[src/rtl/sram_tx_drain.sv]
// sram_tx_drain: drains byte_count bytes from the byte SRAM (address 0 upward)
// and sends each one on tx_serial as an 8N1 frame (start 0, 8 data bits LSB
// first, stop 1). One SRAM read and one latch cycle precede each frame, which
// gives a 2-cycle idle-high gap between back-to-back frames.
module sram_tx_drain #(
  parameter int CLKS_PER_BIT = 16,
  parameter int ADDR_W       = 3
) (
  input  logic              clk,
  input  logic              rst_n,
  input  logic              start,
  input  logic [3:0]        byte_count,
  output logic              sram_re,
  output logic [ADDR_W-1:0] sram_addr,
  input  logic [7:0]        sram_data,
  output logic              tx_serial,
  output logic              busy,
  output logic              done
);

  localparam int DEPTH = 2 ** ADDR_W;
  localparam int IDX_W = ADDR_W + 1;  // must hold DEPTH itself so n=DEPTH terminates
  localparam int BW    = (CLKS_PER_BIT > 1) ? $clog2(CLKS_PER_BIT) : 1;
  localparam logic [BW-1:0] BAUD_LAST = BW'(CLKS_PER_BIT - 1);

  typedef enum logic [2:0] {
    S_IDLE,
    S_READ,
    S_LATCH,
    S_START,
    S_DATA,
    S_STOP,
    S_FIN
  } state_t;

  state_t              state_reg, state_next;
  logic [BW-1:0]       baud_reg, baud_next;
  logic [2:0]          bit_reg, bit_next;
  logic [7:0]          shift_reg, shift_next;
  logic [IDX_W-1:0]    idx_reg, idx_next;
  logic [IDX_W-1:0]    n_reg, n_next;
  logic [ADDR_W-1:0]   addr_reg, addr_next;
  logic                tx_reg, tx_next;

  // State, counters, shift register and the registered serial output.
  always_ff @(posedge clk or negedge rst_n) begin
    if (!rst_n) begin
      state_reg <= S_IDLE;
      baud_reg  <= '0;
      bit_reg   <= '0;
      shift_reg <= '0;
      idx_reg   <= '0;
      n_reg     <= '0;
      addr_reg  <= '0;
      tx_reg    <= 1'b1;
    end else begin
      state_reg <= state_next;
      baud_reg  <= baud_next;
      bit_reg   <= bit_next;
      shift_reg <= shift_next;
      idx_reg   <= idx_next;
      n_reg     <= n_next;
      addr_reg  <= addr_next;
      tx_reg    <= tx_next;
    end
  end

  // Next-state logic; tx_next is derived from the state being entered so the
  // line changes exactly on the edge that enters START/DATA/STOP.
  always_comb begin
    state_next = state_reg;
    baud_next  = baud_reg;
    bit_next   = bit_reg;
    shift_next = shift_reg;
    idx_next   = idx_reg;
    n_next     = n_reg;
    addr_next  = addr_reg;
    tx_next    = 1'b1;

    case (state_reg)
      S_IDLE: begin
        if (start && (byte_count != 4'd0)) begin
          if (int'(byte_count) > DEPTH) n_next = IDX_W'(DEPTH);
          else                          n_next = IDX_W'(byte_count);
          idx_next   = '0;
          baud_next  = '0;
          bit_next   = '0;
          state_next = S_READ;
        end
      end
      S_READ: begin
        state_next = S_LATCH;
      end
      S_LATCH: begin
        // Read data is valid now, one cycle after the read enable.
        shift_next = sram_data;
        baud_next  = '0;
        state_next = S_START;
      end
      S_START: begin
        if (baud_reg == BAUD_LAST) begin
          baud_next  = '0;
          bit_next   = '0;
          state_next = S_DATA;
        end else begin
          baud_next = baud_reg + 1'b1;
        end
      end
      S_DATA: begin
        if (baud_reg == BAUD_LAST) begin
          baud_next  = '0;
          shift_next = {1'b0, shift_reg[7:1]};
          if (bit_reg == 3'd7) begin
            state_next = S_STOP;
          end else begin
            bit_next = bit_reg + 1'b1;
          end
        end else begin
          baud_next = baud_reg + 1'b1;
        end
      end
      S_STOP: begin
        if (baud_reg == BAUD_LAST) begin
          baud_next = '0;
          idx_next  = idx_reg + 1'b1;
          if (idx_next == n_reg) state_next = S_FIN;
          else                   state_next = S_READ;
        end else begin
          baud_next = baud_reg + 1'b1;
        end
      end
      S_FIN: begin
        state_next = S_IDLE;
      end
      default: begin
        state_next = S_IDLE;
      end
    endcase

    // Address is only reloaded when a read is about to happen; otherwise it holds.
    if (state_next == S_READ) begin
      addr_next = idx_next[ADDR_W-1:0];
    end

    case (state_next)
      S_START: tx_next = 1'b0;
      S_DATA:  tx_next = shift_next[0];
      default: tx_next = 1'b1;
    endcase
  end

  assign sram_re   = (state_reg == S_READ);
  assign sram_addr = addr_reg;
  assign tx_serial = tx_reg;
  assign busy      = (state_reg != S_IDLE);
  assign done      = (state_reg == S_FIN);

endmodule

[config.mk]
export PLATFORM = sky130hd
export DESIGN_NAME = sram_tx_drain
export DESIGN_NICKNAME = d
export VERILOG_FILES = /design/src/rtl/sram_tx_drain.sv
export SDC_FILE = /design/constraint.sdc
export NUM_CORES = 1
export LEC_CHECK = 0
export CORE_ASPECT_RATIO = 1.1
export CORE_MARGIN = 8
export CORE_UTILIZATION = 49
export CTS_CLUSTER_DIAMETER = 120
export DETAILED_ROUTE_END_ITERATION = 12
export PLACE_DENSITY = 0.75
export SYNTH_ARGS = -nofsm -noshare
export SYNTH_HDL_FRONTEND = slang
export SYNTH_SLANG_ARGS = --single-unit
[constraint.sdc]
create_clock -name clk -period 2.15 [get_ports clk]
set_input_delay 0.215 -clock clk [delete_from_list [all_inputs] [get_ports clk]]
set_output_delay 0.215 -clock clk [all_outputs]
set_load 0.02 [all_outputs]
# Word-level counts from Yosys, hierarchy flattened
# Index checks and enable logic that the tools add are counted.
# totals
ff_bits	30
in_bits	15
out_inout_bits	7
# classes
n_addsub	3
order_cmp	1
n_eq_ne	17
n_mux	22
n_reduce_logical	14
# op_table
operator	n
two-way mux 3 bit	10
two-way mux 4 bit	5
one-hot mux 3 bit (6 select lines)	1
one-hot mux 8 bit (2 select lines)	1
== test 3 bit, second input constant	5
one-hot mux 4 bit (3 select lines)	1
!= test 2 bit, second input constant	5
== test 3 x 2 -> 1 bit, second input constant	3
one-hot mux 3 bit (3 select lines)	1
nonzero test 3 bit	3
adder 4 x 1 -> 4 bit, second input constant	2
two-way mux 8 bit	1
one-hot mux 4 bit (2 select lines)	1
== test 3 x 1 -> 1 bit, second input constant	2
AND reduction 2 bit	3
AND reduction 5 bit	1
== test 4 bit	1
== test 4 bit, second input constant	1
> comparator 4 bit, second input constant	1
nonzero test 2 bit	2
nonzero test 4 bit	1
adder 3 x 1 -> 3 bit, second input constant	1
zero test 3 bit	1
AND reduction 3 bit	1
3 further kinds	3

# Depth between registers and ports, before layout
# depth
depth_word	7
depth_mapped	8
ltp_nobuf	7

# Worst setup path before layout
# OpenSTA, ideal clock, no wires.
# synth_timing
path_kind	reg2reg
start	register baud_reg[0]
end	register addr_reg[0] (netlist: sram_addr[0])
setup_ps	125
arrival_time_ps	1920
required_time_ps	2025
slack_ps	105
path_stages_with_launch	8
n_path_buf	1
synth_period_minus_slack_ps	2045
path_cell_list	dfrtp_1 -> ha_1 -> and3_4 -> buf_6 -> and2_4 -> a211o_2 -> a21o_4 -> mux2_4
# synth_via
elab_chain_len	4
word_cells_on_any_way	8
# synth_lines
element	line_no	source
from (decl)	37	logic [BW-1:0] baud_reg, baud_next;
from (signal assigned)	58	baud_reg <= baud_next;
== test 4 bit *	101, 110, 123	
two-way mux 3 bit (on tied branches)	123, 101, 110	
one-hot mux 3 bit (6 select lines)	80	case (state_reg)
== test 3 x 1 -> 1 bit	141	if (state_next == S_READ) begin
to (signal assigned)	63	addr_reg <= addr_next;
to (decl)	42	logic [ADDR_W-1:0] addr_reg, addr_next;
# Mark *: on every way between the ends. The rest lies on a longest branch, timed or not. The select of a mux whose other input is x is not followed.
# A chain may end at the register's enable or synchronous reset.

# Final worst setup path
# layout_timing
start	register idx_reg[1]
end	register addr_reg[0] (netlist: sram_addr[0])
# layout_via
elab_chain_len	6
# layout_lines
element	line_no	source
from (decl)	40	logic [IDX_W-1:0] idx_reg, idx_next;
from (signal assigned)	61	idx_reg <= idx_next;
adder 4 x 1 -> 4 bit	125	idx_next = idx_reg + 1'b1;
== test 4 bit	126	if (idx_next == n_reg) state_next = S_FIN;
two-way mux 3 bit	126	
two-way mux 3 bit	123	if (baud_reg == BAUD_LAST) begin
one-hot mux 3 bit (6 select lines)	80	
== test 3 x 1 -> 1 bit	141	
# No other way between the ends.

==> reports/metrics.cfg <==
[status]
status=finished clean

[drt]
via_per_inst=5.81
dr_total_vias=1324
dr.first_iter.drc_count=47
postRouteWirelength_mm=3.35
drtPass1Iterations=4
postRouteAntennaNets=0
drc=0
wl_per_cell_um=14.7

[floorplanning]
number_of_placed_i_o_pins=22
initial_core_util_pct=49.8
die_height_um=76.3
core_um2=3250
core.rowCount=22
dieArea_um2=5400
die_w_um=70.8

[timing]
hold_violations=0
period_share_pct=98.5
period_minus_slack_ps=2120
worst_hold_slack_ps=258
timing.clock.skew_ps=6.18
report.final.setup_viol=0
timing.slew.headroom_pct=66.2
finalSetupTns_ps=0
finalMaxSlewViolations=0
maximum_operating_frequency_mhz=472
worstMarginPinSlew_ps=502

[placement]
placed_area_um2=1870
post-place-cells=217
routability_congestion_estimate_from_global_placement=0.841
io_buffers=21
post-dp-hpwl_mm=2.50

[clocking]
worst_skew_pair.late_latency_ps=330
clock_sink_count=30
cts_hold_buffers=0
cts_htree_levels=2
clock_tree.buffer_depth=2
tritoncts=yes
clk_transition_reported_paths_ps=100
cts-root-buf=sky130_fd_sc_hd__clkbuf_4
cts_inserted_buffers=5

[synth]
synth_ff_type=sky130_fd_sc_hd__dfrtp_1
yosys-mux-area-fraction_pct=4.18
synth_edf_count=0
yosysTopAreaCellShare_pct=44.9
synthTopCellsByArea=sky130_fd_sc_hd__dfrtp_1 45%, sky130_fd_sc_hd__nand2_1 6.5%, sky130_fd_sc_hd__o21ai_0 3.4%
synth_top_family_by_area=simple AND/OR/NAND/NOR gates
synth_compound_gate_area_share_pct=18.2
synth_sequential_area_ratio_pct=46.5
synth-adder-area-share_pct=3.09
post_synth_xor_area_fraction_pct=3.25
net_count_after_synthesis=179
synth.cell_area_um2=1620
async_flop_share_pct=100
postSynthCellCount=160
yosys_warnings=0
post_synth.cell_area_avg_um2=10.1
post_synth_num_cell_types=48
cell_type_contributing_the_most_total_cell_area_after_synthesis=sky130_fd_sc_hd__dfrtp_1
synth.ff_latch_count=30
synth_simple_gate_area_share_pct=21.0

[setup_path]
worstPathMaxFanout=4
crit_path_required_time_ps=2370
arrival_ps=2340
endpoint_class_of_the_critical_path=register
critical_path_class=reg2reg
start_kind=register

[global_route]
antenna_found_initial=0
grt_start_max_net_pins=31
global_route.usage.total_pct=12.9
grt_pass1_wl_mm=5.65
grt_overflow=0
first_global_vias=1256

[pwr]
vdd.ir_drop.worst_mv=0.330
power.density_cell_area_nw_per_um2=514
power_mw=1.01
power_leakage_nw=0.883

[final_layout]
layout.cells.non_filler=228
final_net_count=210
n_antenna_cell=0
most-common-layout-cells=28 x sky130_fd_sc_hd__nand2_1, 28 x sky130_fd_sc_hd__dfrtp_1, 21 x sky130_fd_sc_hd__clkdlybuf4s50_1
largest_register_ff_count=8
post_route_cells_drive_above_1_share_pct=20.8
area_growth_pct=21.0
fin_area_um2=1960

[min_path]
timing.hold.worst.class=in2async

[job]
number_of_maximum_capacitance_constraint_violations=0

[synthesized netlist by cell type, types with 2 or more instances]
| cell | count |
|---|---|
| sky130_fd_sc_hd__dfrtp_1 | 29 |
| sky130_fd_sc_hd__nand2_1 | 28 |
| sky130_fd_sc_hd__o21ai_0 | 11 |
| sky130_fd_sc_hd__nor2_1 | 9 |
| sky130_fd_sc_hd__a21oi_1 | 8 |
| sky130_fd_sc_hd__a22oi_1 | 6 |
| sky130_fd_sc_hd__nand3_1 | 5 |
| sky130_fd_sc_hd__a22o_1 | 4 |
| sky130_fd_sc_hd__ha_1 | 4 |
| sky130_fd_sc_hd__xnor2_1 | 4 |
| sky130_fd_sc_hd__buf_6 | 3 |
| sky130_fd_sc_hd__mux2_4 | 3 |
| sky130_fd_sc_hd__nand3b_1 | 3 |
| sky130_fd_sc_hd__buf_2 | 2 |
| sky130_fd_sc_hd__inv_1 | 2 |
| sky130_fd_sc_hd__mux2_2 | 2 |
| sky130_fd_sc_hd__nor2_2 | 2 |
| sky130_fd_sc_hd__nor2b_1 | 2 |
| sky130_fd_sc_hd__nor3_1 | 2 |
| sky130_fd_sc_hd__o31ai_1 | 2 |
| sky130_fd_sc_hd__xor2_1 | 2 |
[cells by family (layout without fill, tap and decap cells)]
| logic type | count (synthesis) | count (layout) |
|---|---|---|
| AO/OA/AOI/OAI | 41 | 41 |
| XOR/XNOR | 6 | 6 |
| adder cells (fa/ha/maj) | 4 | 4 |
| buffers and inverters | 9 | 41 |
| flip-flops | 30 | 30 |
| multiplexers | 5 | 5 |
| AND/OR/NAND/NOR | 65 | 65 |
[stage by stage]
| step | util (%) | worst slack (ps) |
|---|---|---|
| 2_1_floorplan | - | 105 |
| 3_3_place_gp | 57.6 | 111 |
| 3_5_place_dp | 57.6 | 60.5 |
| 4_1_cts | 59.6 | 49.4 |
| 5_1_grt | 60.3 | -125 |
| 6_report | 60.3 | 32.7 |
[final timing paths]
kind	depth (start not counted)	slack, ps	startpoint	endpoint
min reg2reg	2	490	shift_reg[1]	shift_reg[1]
max in group asynchronous	2	1580	rst_n	tx_serial
max reg2reg	7	30	idx_reg[1]	sram_addr[0]
max	7	30	idx_reg[1]	sram_addr[0]
min in group clk	3	450	sram_data[7]	shift_reg[7]
min	2	260	rst_n	idx_reg[3]
[routing by layer]
layer / global-route usage [%] / up-vias / part of all wire [%]
met5: 0 / - / 0
met4: 5.00 / 0 / 1.4
met3: 5.13 / 5 / 6.8
met2: 22.4 / 40 / 51
met1: 13.6 / 637 / 40
li1: - / 642 / -
[report_power, final]
part,switching (mW),internal [mW],total (mW),leakage [nW]
combinational,0.0280,0.0382,0.0662,0.497
sequential,0.00680,0.575,0.582,0.352
clock,0.201,0.157,0.358,0.0343
[cell type report]
cell class	count	area [um^2]
clock buffers	6	51.3
clock inverters	2	12.5
fillers	296	1290
inverters	2	7.51
multi-input cells	121	803
flip-flops and latches	30	753
well taps	36	45.0
repair buffers	31	285
[critical path, stage by stage, from the launching register on]
cell	delay (ps)
sky130_fd_sc_hd__dfrtp_1	410
sky130_fd_sc_hd__ha_1	210
sky130_fd_sc_hd__xnor2_1	240
sky130_fd_sc_hd__xnor2_1	120
sky130_fd_sc_hd__nor4_2	380
sky130_fd_sc_hd__a211o_2	220
sky130_fd_sc_hd__a21o_4	140
sky130_fd_sc_hd__mux2_4	300
[timing repair]
item | in CTS | in global routing
endpoints found under the setup margin | 0 | 4
setup buffers | 0 | 3
gates resized for setup | 0 | 1
(Power assumes the default switching activity.)
